File: config.mk
export PLATFORM = sky130hd
export DESIGN_NAME = turn_sequencer
export DESIGN_NICKNAME = d
export VERILOG_FILES = /design/src/rtl/game_pkg.sv /design/src/rtl/next_alive_picker.sv /design/src/rtl/turn_sequencer.sv
export SDC_FILE = /design/constraint.sdc
export NUM_CORES = 1
export LEC_CHECK = 0
export CAP_MARGIN = 10
export CORE_MARGIN = 8
export CORE_UTILIZATION = 36
export CTS_CLUSTER_SIZE = 12
export DETAILED_ROUTE_END_ITERATION = 12
export DONT_BUFFER_PORTS = 1
export PLACE_DENSITY = 0.47
export SLEW_MARGIN = 0
export SYNTH_ARGS = -nofsm -noshare
export SYNTH_HDL_FRONTEND = slang
export SYNTH_SLANG_ARGS = --single-unit
File: constraint.sdc
create_clock -name clk -period 2.33 [get_ports clk]
set_input_delay 0.1165 -clock clk [delete_from_list [all_inputs] [get_ports clk]]
set_output_delay 0.1165 -clock clk [all_outputs]
set_load 0.03 [all_outputs]
File: src/rtl/game_pkg.sv
// ---------------------------------------------------------------------------
// game_pkg
// Shared definitions for the game-control layer: FSM state encoding and
// the upper bound on the number of players.
// ---------------------------------------------------------------------------
package game_pkg;

    localparam int unsigned MAX_PLAYERS = 8;
    localparam int unsigned STATE_W     = 3;

    // Codes 4..7 are unused and treated as illegal by the sequencer
    typedef enum logic [STATE_W-1:0] {
        IDLE      = 3'd0,
        TURN      = 3'd1,
        RESOLVE   = 3'd2,
        GAME_OVER = 3'd3
    } game_state_t;

endpackage

File: src/rtl/next_alive_picker.sv
// ---------------------------------------------------------------------------
// next_alive_picker
// Combinational round-robin search: finds the first alive player after
// 'cur', wrapping modulo N and never returning 'cur' itself.
//
// Parameters:
//   N           number of players
// Ports:
//   alive       in   N    per-player alive mask
//   cur         in   PW   index of the current player
//   next_idx_c  out  PW   next alive index (equals cur when none found)
//   found_c     out  1    high when another alive player exists
// ---------------------------------------------------------------------------
module next_alive_picker #(
    parameter  int unsigned N  = 2,
    localparam int unsigned PW = (N > 1) ? $clog2(N) : 1
) (
    input  logic [N-1:0]  alive,
    input  logic [PW-1:0] cur,
    output logic [PW-1:0] next_idx_c,
    output logic          found_c
);

    // Walk offsets 1..N-1 so the nearest alive successor wins
    always_comb begin
        logic [PW-1:0] idx;
        next_idx_c = cur;
        found_c    = 1'b0;
        idx        = '0;
        for (int unsigned k = 1; k < N; k++) begin
            idx = PW'((32'(cur) + k) % N);
            if (!found_c && alive[idx]) begin
                found_c    = 1'b1;
                next_idx_c = idx;
            end
        end
    end

endmodule

File: src/rtl/turn_sequencer.sv
// ---------------------------------------------------------------------------
// turn_sequencer
// N-player round-robin turn controller. Starts a game on enter, hands the
// turn to the next alive player on turn_done, skips players whose HP is 0
// and declares a winner (or a draw) once at most one player is left.
//
// Optional feature: define TURN_TIMEOUT_EN to forfeit a turn that lasts
// TURN_TIMEOUT cycles. Without it there is no timer and timeout_pulse = 0.
//
// Parameters:
//   N_PLAYERS     number of players (2..8)
//   HP_W          width of one player's HP value
//   TURN_TIMEOUT  cycles allowed per turn (TURN_TIMEOUT_EN only)
// Ports:
//   clk             in   1             system clock
//   rst             in   1             asynchronous active-high reset
//   enter_pressed   in   N_PLAYERS     one-cycle enter pulse per player
//   turn_done       in   N_PLAYERS     one-cycle end-of-turn pulse per player
//   hp              in   N*HP_W        packed HP, player i at [i*HP_W +: HP_W]
//   turn_onehot     out  N_PLAYERS     active player, zero outside TURN
//   active_player   out  PW            current / last active player
//   state_game_fsm  out  3             FSM state code
//   start_game      out  1             high from game start until IDLE
//   winner          out  PW            surviving player index
//   winner_valid    out  1             exactly one survivor in GAME_OVER
//   timeout_pulse   out  1             one-cycle pulse on forfeit
// ---------------------------------------------------------------------------
module turn_sequencer
    import game_pkg::*;
#(
    parameter  int unsigned N_PLAYERS    = 2,
    parameter  int unsigned HP_W         = 10,
    parameter  int unsigned TURN_TIMEOUT = 1000000,
    localparam int unsigned PW           = $clog2(N_PLAYERS)
) (
    input  logic                      clk,
    input  logic                      rst,
    input  logic [N_PLAYERS-1:0]      enter_pressed,
    input  logic [N_PLAYERS-1:0]      turn_done,
    input  logic [N_PLAYERS*HP_W-1:0] hp,
    output logic [N_PLAYERS-1:0]      turn_onehot,
    output logic [PW-1:0]             active_player,
    output logic [2:0]                state_game_fsm,
    output logic                      start_game,
    output logic [PW-1:0]             winner,
    output logic                      winner_valid,
    output logic                      timeout_pulse
);

    localparam int unsigned CW = $clog2(N_PLAYERS + 1);

    localparam logic [STATE_W-1:0] S_IDLE      = 3'(IDLE);
    localparam logic [STATE_W-1:0] S_TURN      = 3'(TURN);
    localparam logic [STATE_W-1:0] S_RESOLVE   = 3'(RESOLVE);
    localparam logic [STATE_W-1:0] S_GAME_OVER = 3'(GAME_OVER);

    // Reject out-of-range configurations at elaboration time
    if (N_PLAYERS < 2 || N_PLAYERS > MAX_PLAYERS || TURN_TIMEOUT < 2) begin : g_bad_params
        $error("turn_sequencer: unsupported N_PLAYERS or TURN_TIMEOUT");
    end

    logic [STATE_W-1:0]   state;
    logic [STATE_W-1:0]   state_n;
    logic [N_PLAYERS-1:0] onehot_n;
    logic [PW-1:0]        active_n;
    logic                 start_n;
    logic [PW-1:0]        winner_n;
    logic                 wvalid_n;

`ifdef TURN_TIMEOUT_EN
    localparam int unsigned TW = $clog2(TURN_TIMEOUT + 1);
    logic [TW-1:0]        timer;
    logic [TW-1:0]        timer_n;
    logic                 tpulse_n;
`endif

    logic [N_PLAYERS-1:0] alive;
    logic [CW-1:0]        alive_cnt;
    logic [N_PLAYERS-1:0] enter_cand;
    logic [PW-1:0]        enter_idx;
    logic                 enter_hit;
    logic [PW-1:0]        sole_idx;
    logic [PW-1:0]        pick_idx;
    logic                 pick_found;
    logic                 active_alive;
    logic                 active_done;

    // A player is alive while its HP slice is non-zero
    for (genvar g = 0; g < N_PLAYERS; g++) begin : g_alive
        assign alive[g] = |hp[g*HP_W +: HP_W];
    end

    assign alive_cnt      = CW'($countones(alive));
    assign enter_cand     = enter_pressed & alive;
    assign active_alive   = alive[active_player];
    assign active_done    = turn_done[active_player];
    assign state_game_fsm = state;

    // Lowest-index alive presser, and lowest-index survivor for the winner
    always_comb begin
        logic sole_hit;
        enter_hit = 1'b0;
        enter_idx = '0;
        sole_hit  = 1'b0;
        sole_idx  = '0;
        for (int unsigned i = 0; i < N_PLAYERS; i++) begin
            if (!enter_hit && enter_cand[PW'(i)]) begin
                enter_hit = 1'b1;
                enter_idx = PW'(i);
            end
            if (!sole_hit && alive[PW'(i)]) begin
                sole_hit = 1'b1;
                sole_idx = PW'(i);
            end
        end
    end

    next_alive_picker #(
        .N          (N_PLAYERS)
    ) u_picker (
        .alive      (alive),
        .cur        (active_player),
        .next_idx_c (pick_idx),
        .found_c    (pick_found)
    );

    // Next-state and next-output logic
    always_comb begin
        state_n  = state;
        onehot_n = turn_onehot;
        active_n = active_player;
        start_n  = start_game;
        winner_n = winner;
        wvalid_n = winner_valid;
`ifdef TURN_TIMEOUT_EN
        timer_n  = timer;
        tpulse_n = 1'b0;
`endif

        case (state)
            S_IDLE: begin
                if (enter_hit && alive_cnt >= CW'(2)) begin
                    state_n  = S_TURN;
                    active_n = enter_idx;
                    onehot_n = N_PLAYERS'(1) << enter_idx;
                    start_n  = 1'b1;
`ifdef TURN_TIMEOUT_EN
                    timer_n  = '0;
`endif
                end
            end

            S_TURN: begin
                // Elimination outranks turn_done and timeout; a dead
                // active player simply hands over like a finished turn
                if (alive_cnt <= CW'(1)) begin
                    state_n = S_GAME_OVER;
                end else if (!active_alive || active_done) begin
                    state_n  = S_RESOLVE;
                    onehot_n = '0;
`ifdef TURN_TIMEOUT_EN
                end else if (timer == TW'(TURN_TIMEOUT - 1)) begin
                    state_n  = S_RESOLVE;
                    onehot_n = '0;
                    tpulse_n = 1'b1;
                end else if (timer < TW'(TURN_TIMEOUT)) begin
                    timer_n = timer + TW'(1);
`endif
                end
            end

            S_RESOLVE: begin
                if (alive_cnt <= CW'(1) || !pick_found) begin
                    state_n = S_GAME_OVER;
                end else begin
                    state_n  = S_TURN;
                    active_n = pick_idx;
                    onehot_n = N_PLAYERS'(1) << pick_idx;
`ifdef TURN_TIMEOUT_EN
                    timer_n  = '0;
`endif
                end
            end

            S_GAME_OVER: begin
                if (|enter_pressed) begin
                    state_n  = S_IDLE;
                    start_n  = 1'b0;
                    wvalid_n = 1'b0;
                end
            end

            default: begin
                state_n  = S_IDLE;
                onehot_n = '0;
                active_n = '0;
                start_n  = 1'b0;
                winner_n = '0;
                wvalid_n = 1'b0;
`ifdef TURN_TIMEOUT_EN
                timer_n  = '0;
`endif
            end
        endcase

        // Winner tracks the survivor on entry to and while in GAME_OVER;
        // with nobody left the previous winner index is kept
        if (state_n == S_GAME_OVER) begin
            onehot_n = '0;
            if (alive_cnt == CW'(1)) begin
                winner_n = sole_idx;
                wvalid_n = 1'b1;
            end else begin
                wvalid_n = 1'b0;
            end
        end
    end

    // State and output registers
    always_ff @(posedge clk or posedge rst) begin
        if (rst) begin
            state         <= S_IDLE;
            turn_onehot   <= '0;
            active_player <= '0;
            start_game    <= 1'b0;
            winner        <= '0;
            winner_valid  <= 1'b0;
        end else begin
            state         <= state_n;
            turn_onehot   <= onehot_n;
            active_player <= active_n;
            start_game    <= start_n;
            winner        <= winner_n;
            winner_valid  <= wvalid_n;
        end
    end

`ifdef TURN_TIMEOUT_EN
    // Turn timer and forfeit pulse
    always_ff @(posedge clk or posedge rst) begin
        if (rst) begin
            timer         <= '0;
            timeout_pulse <= 1'b0;
        end else begin
            timer         <= timer_n;
            timeout_pulse <= tpulse_n;
        end
    end
`else
    assign timeout_pulse = 1'b0;
`endif

endmodule

==> results of run 1 <==
[worst max-delay path: stages]
cell	delay [ns]
nor4_4	0.29
nand4_4	0.24
ha_1	0.32
nand2_1	0.09
a31oi_1	0.07
a31o_1	0.25
o311a_4	0.33
nand3_2	0.09
mux2_4	0.30
[cell type report]
| type | count | area (sq um) |
|---|---|---|
| tap | 27 | 33.78 |
| clock inverter | 1 | 5.005 |
| timing repair buffer | 9 | 70.07 |
| fill | 207 | 1087 |
| sequential | 9 | 225.2 |
| multi-input combinational | 60 | 471.7 |
| clock buffer | 3 | 22.52 |
| inverter | 7 | 26.28 |
[repair_timing]
item,in CTS,in global routing
hold endpoints to repair,9,0
hold buffers,1,0
setup endpoints to repair,0,0
[worst paths after layout]
kind / endpoint / depth (start not counted) / slack, ns / from
worst max-delay path: winner / 9 / 0.40 / hp[1]
worst min-delay path: state_game_fsm[1] / 3 / 0.18 / turn_done[0]
worst max register to register: winner / 6 / 0.48 / state_game_fsm[0]
worst min register to register: start_game / 2 / 0.66 / state_game_fsm[2]
max in group asynchronous: turn_onehot[0] / 2 / 1.82 / rst
min in group asynchronous: state_game_fsm[1] / 2 / 0.25 / rst
[metal layers]
metal / track usage / wire length [um] / vias up
met5: 0 / 0 / -
met4: 0.01993 / 0 / 0
met3: 0.06472 / 175 / 0
met2: 0.1851 / 995 / 18
met1: 0.1333 / 778 / 299
li1: - / - / 310
[cells in the mapped netlist (2+ instances only)]
master / n
nand2b_1: 3
a21oi_1: 2
a311oi_1: 3
nor4_2: 2
dfrtp_1: 9
ha_1: 3
nor2_1: 8
a31oi_1: 3
a22oi_1: 2
nand2_1: 6
inv_1: 7
nand3_1: 2
o21ai_0: 2
[stage by stage]
step / area [sq um] / total power [mW] / hold slack, ns
3_5_place_dp: 817.0 / 0.2851 / -0.01242
2_1_floorplan: 734.5 / 0.2579 / -0.05558
4_1_cts: 854.6 / 0.4099 / 0.1856
6_report: 854.6 / 0.4050 / 0.1847
3_3_place_gp: 817.0 / 0.2853 / -0.005444
5_1_grt: 854.6 / 0.4334 / 0.1930
[cells by family (layout without fill, tap and decap cells)]
kind of cell,after synthesis,in the layout,synth area share
simple gates,32,32,0.2860
compound gates,21,21,0.2637
flops,9,9,0.3082
buf+inv,9,20,0.05138
fa+ha+maj,3,3,0.05138
mux,2,2,0.03424
other cells,1,2,0.005132
[flip-flops by register name, indices dropped and copies added, names as in the netlist]
signal / flops
turn_onehot: 2
start_game: 1
winner: 1
winner_valid: 1
state_game_fsm: 3
active_player: 1
[power groups by stage]
stage / Sequential [mW] / Combinational, mW / Clock, mW
after global placement: 0.191 / 0.0942 / 0
final: 0.187 / 0.0952 / 0.122
after CTS: 0.188 / 0.0961 / 0.126
after global routing: 0.189 / 0.105 / 0.139
after detailed placement: 0.191 / 0.0943 / 0
after floorplan: 0.200 / 0.0578 / 0
==> out/summary.txt, run 1 <==
1st-pass router iterations - 4
Ant diodes - 0
Via density - 5.405
PwrDens - 474.0 nW/um^2
Via count - 627
VDD IR max - 0.3738 mV
Final-report max-slew violation count - 0
Sw power - 0.1368 mW
Post-synthesis cell type count - 38
HP Class - in -> reg
Commonest non-fill, non-tap cell in the layout - dfrtp_1
Synth Instances - 77
Max-cap viol count - 0
Fin. Hold Viols - 0
Number of post-CTS setup repair buffers - 0
Clock Latency Late Sink - 0.27 ns
Initial antenna violation count - 0
Sw Ratio - 0.3377
Overflow after GRT - 0
Placed Instances - 111
RSZ-0062 raised after global routing - false
Internal power - 0.2683 mW
Num CTS Buffers - 3
Layout area overhead - 16.95%
Clock buffer depth - 2
Crit Path Max Fanout - 11
Top cells by area, synth - dfrtp_1, ha_1, nor2_1
Seq/Total Area, Yosys - 0.3082
Final #Nets - 119
Gpl congestion - 0.7992
Dpl hpwl - 1637 um
H-tree depth - 1
Post-Syn Area per Cell - 9.490 sq um
Layout cells sized above 1 - 0.2472
Setup TNS - 0 ns
Chip height - 61.05 um
DRT antenna net count - 0
Die Wd - 61.05 um
Final Critical Period - 1.931 ns
Skew final - 0.009452 ns
Largest area contributor in the netlist - dfrtp_1
Clock root buffer - clkbuf_4
Worst-path clk slew - 0.07 ns
Ys Warns - 0
# DRC - 0
Post-synth EDFFs - 0
CTS Sinks - 9
Leak pwr - 0.3795 nW
Final cell count without fillers - 116
Post-synth top area share - 0.3082
Status - finished clean
Starting Density - 0.3763
Comb pwr share - 0.235
TritonCTS clock tree - done
Required time of the critical path - 2.49 ns
Fmax - 517.8 MHz
DR iter-0 viols - 13
CP arrival - 2.09 ns
Die footprint - 3727 sq um
Pre-CTS WS - 0.1358 ns
First-pass GRT wire length - 3194 um
Worst Setup Start Kind - input port
Routed Wire Length - 1949 um
Synthesized flop and latch total - 9
Mapped Area - 730.7 sq um
Total track usage - 0.1159
Final setup viols - 0
Avg WL per Cell - 16.80 um
Top-level I/O count - 36
Largest net degree at the start of global routing - 12
PostCTS Resize Cnt - 0
Critical path endpoint category - register
Final worst slack - 0.3987 ns
Synth Flop Type - dfrtp_1
Flop pwr share - 0.463
Clock power share - 0.302
Number of port buffers - 0
Core area - 1942 sq um
Fin crit share - 0.8289
Commonest non-fill, non-tap cells in the layout - dfrtp_1, nor2_1, buf_4
Final Util - 0.4401
Number of global-route vias before repair - 675
FFs w/ async S/R, synth - 1.000
Core Rows - 16
Critical path class - in -> reg
(Power assumes the default switching activity.)
==> inputs of run 2 (changes only) <==
- ABC_AREA: unset -> 1
- clock period: 2.33 -> 1.85 ns (I/O delays scaled with it)
==> run 2 against run 1 <==
Net effect:
- flip-flop and latch count unchanged
- clock skew down 0.0084 ns
- largest cell class unchanged
- non-clock buffer count down 4
- register-to-register slack worse by 0.13 ns
- critical path type is now reg -> reg
- sequential share of layout area down 1.3 points
- first-iteration DRC count up 54%
- area after synthesis up 9.6%
==> out/summary.txt, run 2 <==
Synthesized flop and latch total - 9 (unchanged)
Initial antenna violation count - 0 (unchanged)
Most numerous cell in the Yosys netlist - nor2_1
Synth Area in Adders - 0.04688 (-0.004495)
Synth Flop Type - dfrtp_1
M1 GR Usage - 0.1144 (-0.01885)
Power, Total - 0.6270 mW (+55%)
1st-pass router iterations - 4 (unchanged)
RSZ-0062 raised after global routing - false
Number of port buffers - 0 (unchanged)
Internal power - 0.3739 mW (+39%)
Largest net degree at the start of global routing - 10 (-2)
Layout area overhead - 12.19%
DRT antenna net count - 0 (unchanged)
Routed Wire Length - 2021 um (+3.7%)
Final Util - 0.4182 (-0.02191)
Commonest non-fill, non-tap cells in the layout - nor2_1, nand2_1, inv_1
Leak pwr - 0.4677 nW (+23%)
Num CTS Buffers - 3 (unchanged)
HP Class - in -> reg
Gpl congestion - 0.8845 (+11%)
Reg2reg path depth - 7 (+1)
Clock buffer depth - 2 (unchanged)
Mapped Area - 800.8 sq um (+9.6%)
Seq/Total Area, Yosys - 0.2813 (-0.02697)
Via count - 712 (+14%)
Status - finished clean
Top post-synthesis cells by count - nor2_1, nand2_1, inv_1
Fin crit share - 0.8114
Skew final - 0.001085 ns (-0.008367 ns)
CP max stage delay - 0.42 ns (+0.09 ns)
TritonCTS clock tree - done
Layout cells sized above 1 - 0.2951 (+0.04789)
Total track usage - 0.1015 (-0.01440)
Final #Nets - 152 (+28%)
Chip height - 63.17 um (+3.5%)
Top cells by area, synth - dfrtp_1, nor2_1, nand2_1
Ant diodes - 0 (unchanged)
Post-synth top area share - 0.2813 (-0.02697)
PwrDens - 697.9 nW/um^2 (+47%)
Avg WL per Cell - 13.47 um (-20%)
Overflow after GRT - 0 (unchanged)
Dpl hpwl - 1755 um (+7.2%)
Required time of the critical path - 2.04 ns (-0.45 ns)
Clock Latency Late Sink - 0.26 ns (about the same)
Final setup viols - 0 (unchanged)
Post-synthesis cell type count - 27 (-29%)
Worst-path clk slew - 0.06 ns (about the same)
Starting Density - 0.3727 (-0.003546)
Crit Path Max Fanout - 5 (-6)
Die footprint - 3990 sq um (+7.0%)
Number of flip-flops in the largest register - 3 (unchanged)
Reg2Reg Launch Point - state_game_fsm[0]
Simple-Gate Fraction of Synth Area - 0.4578 (+0.1719)
First-pass GRT wire length - 3332 um (+4.3%)
Worst setup endpoint - turn_onehot[1]
Worst Setup Start Kind - register
Top-level I/O count - 36 (unchanged)
Critical-path cell list - nor2_1 -> inv_2 -> nor2_2 -> o211ai_1 -> nand2_1 -> nand3_1 -> a21oi_2
Met2 Use GR - 0.1703 (-0.01478)
# DRC - 0 (unchanged)
Setup TNS - 0 ns (unchanged)
Worst R2R End - turn_onehot[1]
Sw power - 0.2530 mW (+85%)
Number of post-CTS setup repair buffers - 0 (unchanged)
Core Rows - 17 (+1)
Main combinational cell family by area after synthesis - simple AND/OR/NAND/NOR gates
Hold slack - 0.1866 ns (+0.001882 ns)
Top Usage Layer GRT - met2
Post-Syn Area per Cell - 7.086 sq um (-25%)
Largest area contributor in the netlist - dfrtp_1
Slowest-stage cell, CP - dfrtp_1
Multiplexer area fraction after synthesis - 0 (-0.03425)
Critical path class - reg -> reg
Comb pwr share - 0.325 (+0.090)
Fmax - 666.2 MHz
CTS Sinks - 9 (unchanged)
FFs w/ async S/R, synth - 1.000 (unchanged)
M3 GR Usage - 0.04240 (-0.02232)
VDD IR max - 0.3900 mV (+4.3%)
Critical path endpoint category - register
Number of global-route vias before repair - 737 (+9.2%)
Synth Instances - 113 (+47%)
Design area - 898.4 sq um (+5.1%)
Placed inst area - 862.1 sq um (+5.5%)
Filler cell count - 221 (+6.8%)
Via density - 4.747 (-12%)
Die Wd - 63.17 um (+3.5%)
CP arrival - 1.69 ns (-0.40 ns)
Clock power share - 0.237 (-0.065)
Clock root buffer - clkbuf_4
Flop pwr share - 0.438 (-0.025)
Post-synth EDFFs - 0 (unchanged)
Final-report max-slew violation count - 0 (unchanged)
Post-Synth XOR/XNOR Area - 0 (unchanged)
R2r setup slk - 0.35 ns (-0.13 ns)
Final Critical Period - 1.501 ns
Max-cap viol count - 0 (unchanged)
DR iter-0 viols - 20 (+7)
Fin. Hold Viols - 0 (unchanged)
Beginning of the critical path - state_game_fsm[0]
Compound-Gate Fraction of Synth Area - 0.1188 (-0.1449)
Sw Ratio - 0.4036 (+0.06588)
H-tree depth - 1 (unchanged)
Ys Warns - 0 (unchanged)
Core area - 2148 sq um (+11%)
Commonest non-fill, non-tap cell in the layout - nor2_1
-- run 2: cell count changes after synthesis, sizes merged, moves of 3 or more --
cell    before  now
nand2        6   26
nor2         8   26
nand3        3   13
inv          7   16
a311oi       4    0
nor4         4    0
a31oi        3    0
nand2b       3    0
o21ai        3    6
-- run 2: final cells by class --
cell class              instances  area (sq um)  share of cell area
clock buffers                   4         26.28             0.02925
repair buffers                  5         40.04             0.04457
well taps                      28         35.03             0.03900
multi-input cells              87         506.7              0.5641
flip-flops and latches          9         225.2              0.2507
inverters                      17         65.06             0.07242
-- run 2: stage by stage --
step	cells	setup WS, ns
2_1_floorplan	114	0.3567
3_3_place_gp	145	0.3123
3_5_place_dp	145	0.2991
4_1_cts	150	0.3268
5_1_grt	150	0.1691
6_report	150	0.3489
-- run 2: power by group through the flow --
stage | clock network, mW | logic (mW) | registers [mW]
2_1_floorplan | 0 | 0.132 | 0.298
3_3_place_gp | 0 | 0.204 | 0.279
3_5_place_dp | 0 | 0.202 | 0.279
4_1_cts | 0.161 | 0.205 | 0.275
5_1_grt | 0.167 | 0.229 | 0.279
6_report | 0.149 | 0.203 | 0.275
-- run 2: logic make-up (layout without fill, tap and decap cells) --
kind of cell,after synthesis,after routing
AO/OA/AOI/OAI,14,14
flip-flops,9,9
buffers and inverters,18,26
other,1,2
adder cells (fa/ha/maj),3,3
AND/OR/NAND/NOR,68,68
-- run 2: per-layer routing --
layer	part of all wire	vias to the layer above
met2	0.52	13
met4	0	0
met3	0.055	0
li1	-	371
met1	0.42	328
met5	0	-
-- run 2: critical path, delay by kind of cell, from the launching register on --
kind / cells / cell delay, ns
DFF: 1 / 0.42
AOI/OAI and AO/OA: 2 / 0.32
buffers and inverters: 1 / 0.08
and+or+nand+nor: 4 / 0.61
-- run 2: what timing repair did --
item | 4_1_cts | 5_1_grt
hold buffers | 1 | 0
endpoints found under the hold margin | 9 | 0
gates resized for setup | 0 | 0
-- run 2: worst min-delay path by stage --
stage,startpoint,endpoint,slack (ns),cells past startpoint
CTS,enter_pressed[0],start_game,0.17,4
global route,enter_pressed[0],state_game_fsm[0],0.24,4
finish,enter_pressed[0],start_game,0.19,4
floorplan,rst,active_player,-0.08,1
detailed placement,rst,winner,-0.03,1
global placement,rst,state_game_fsm[2],-0.03,1
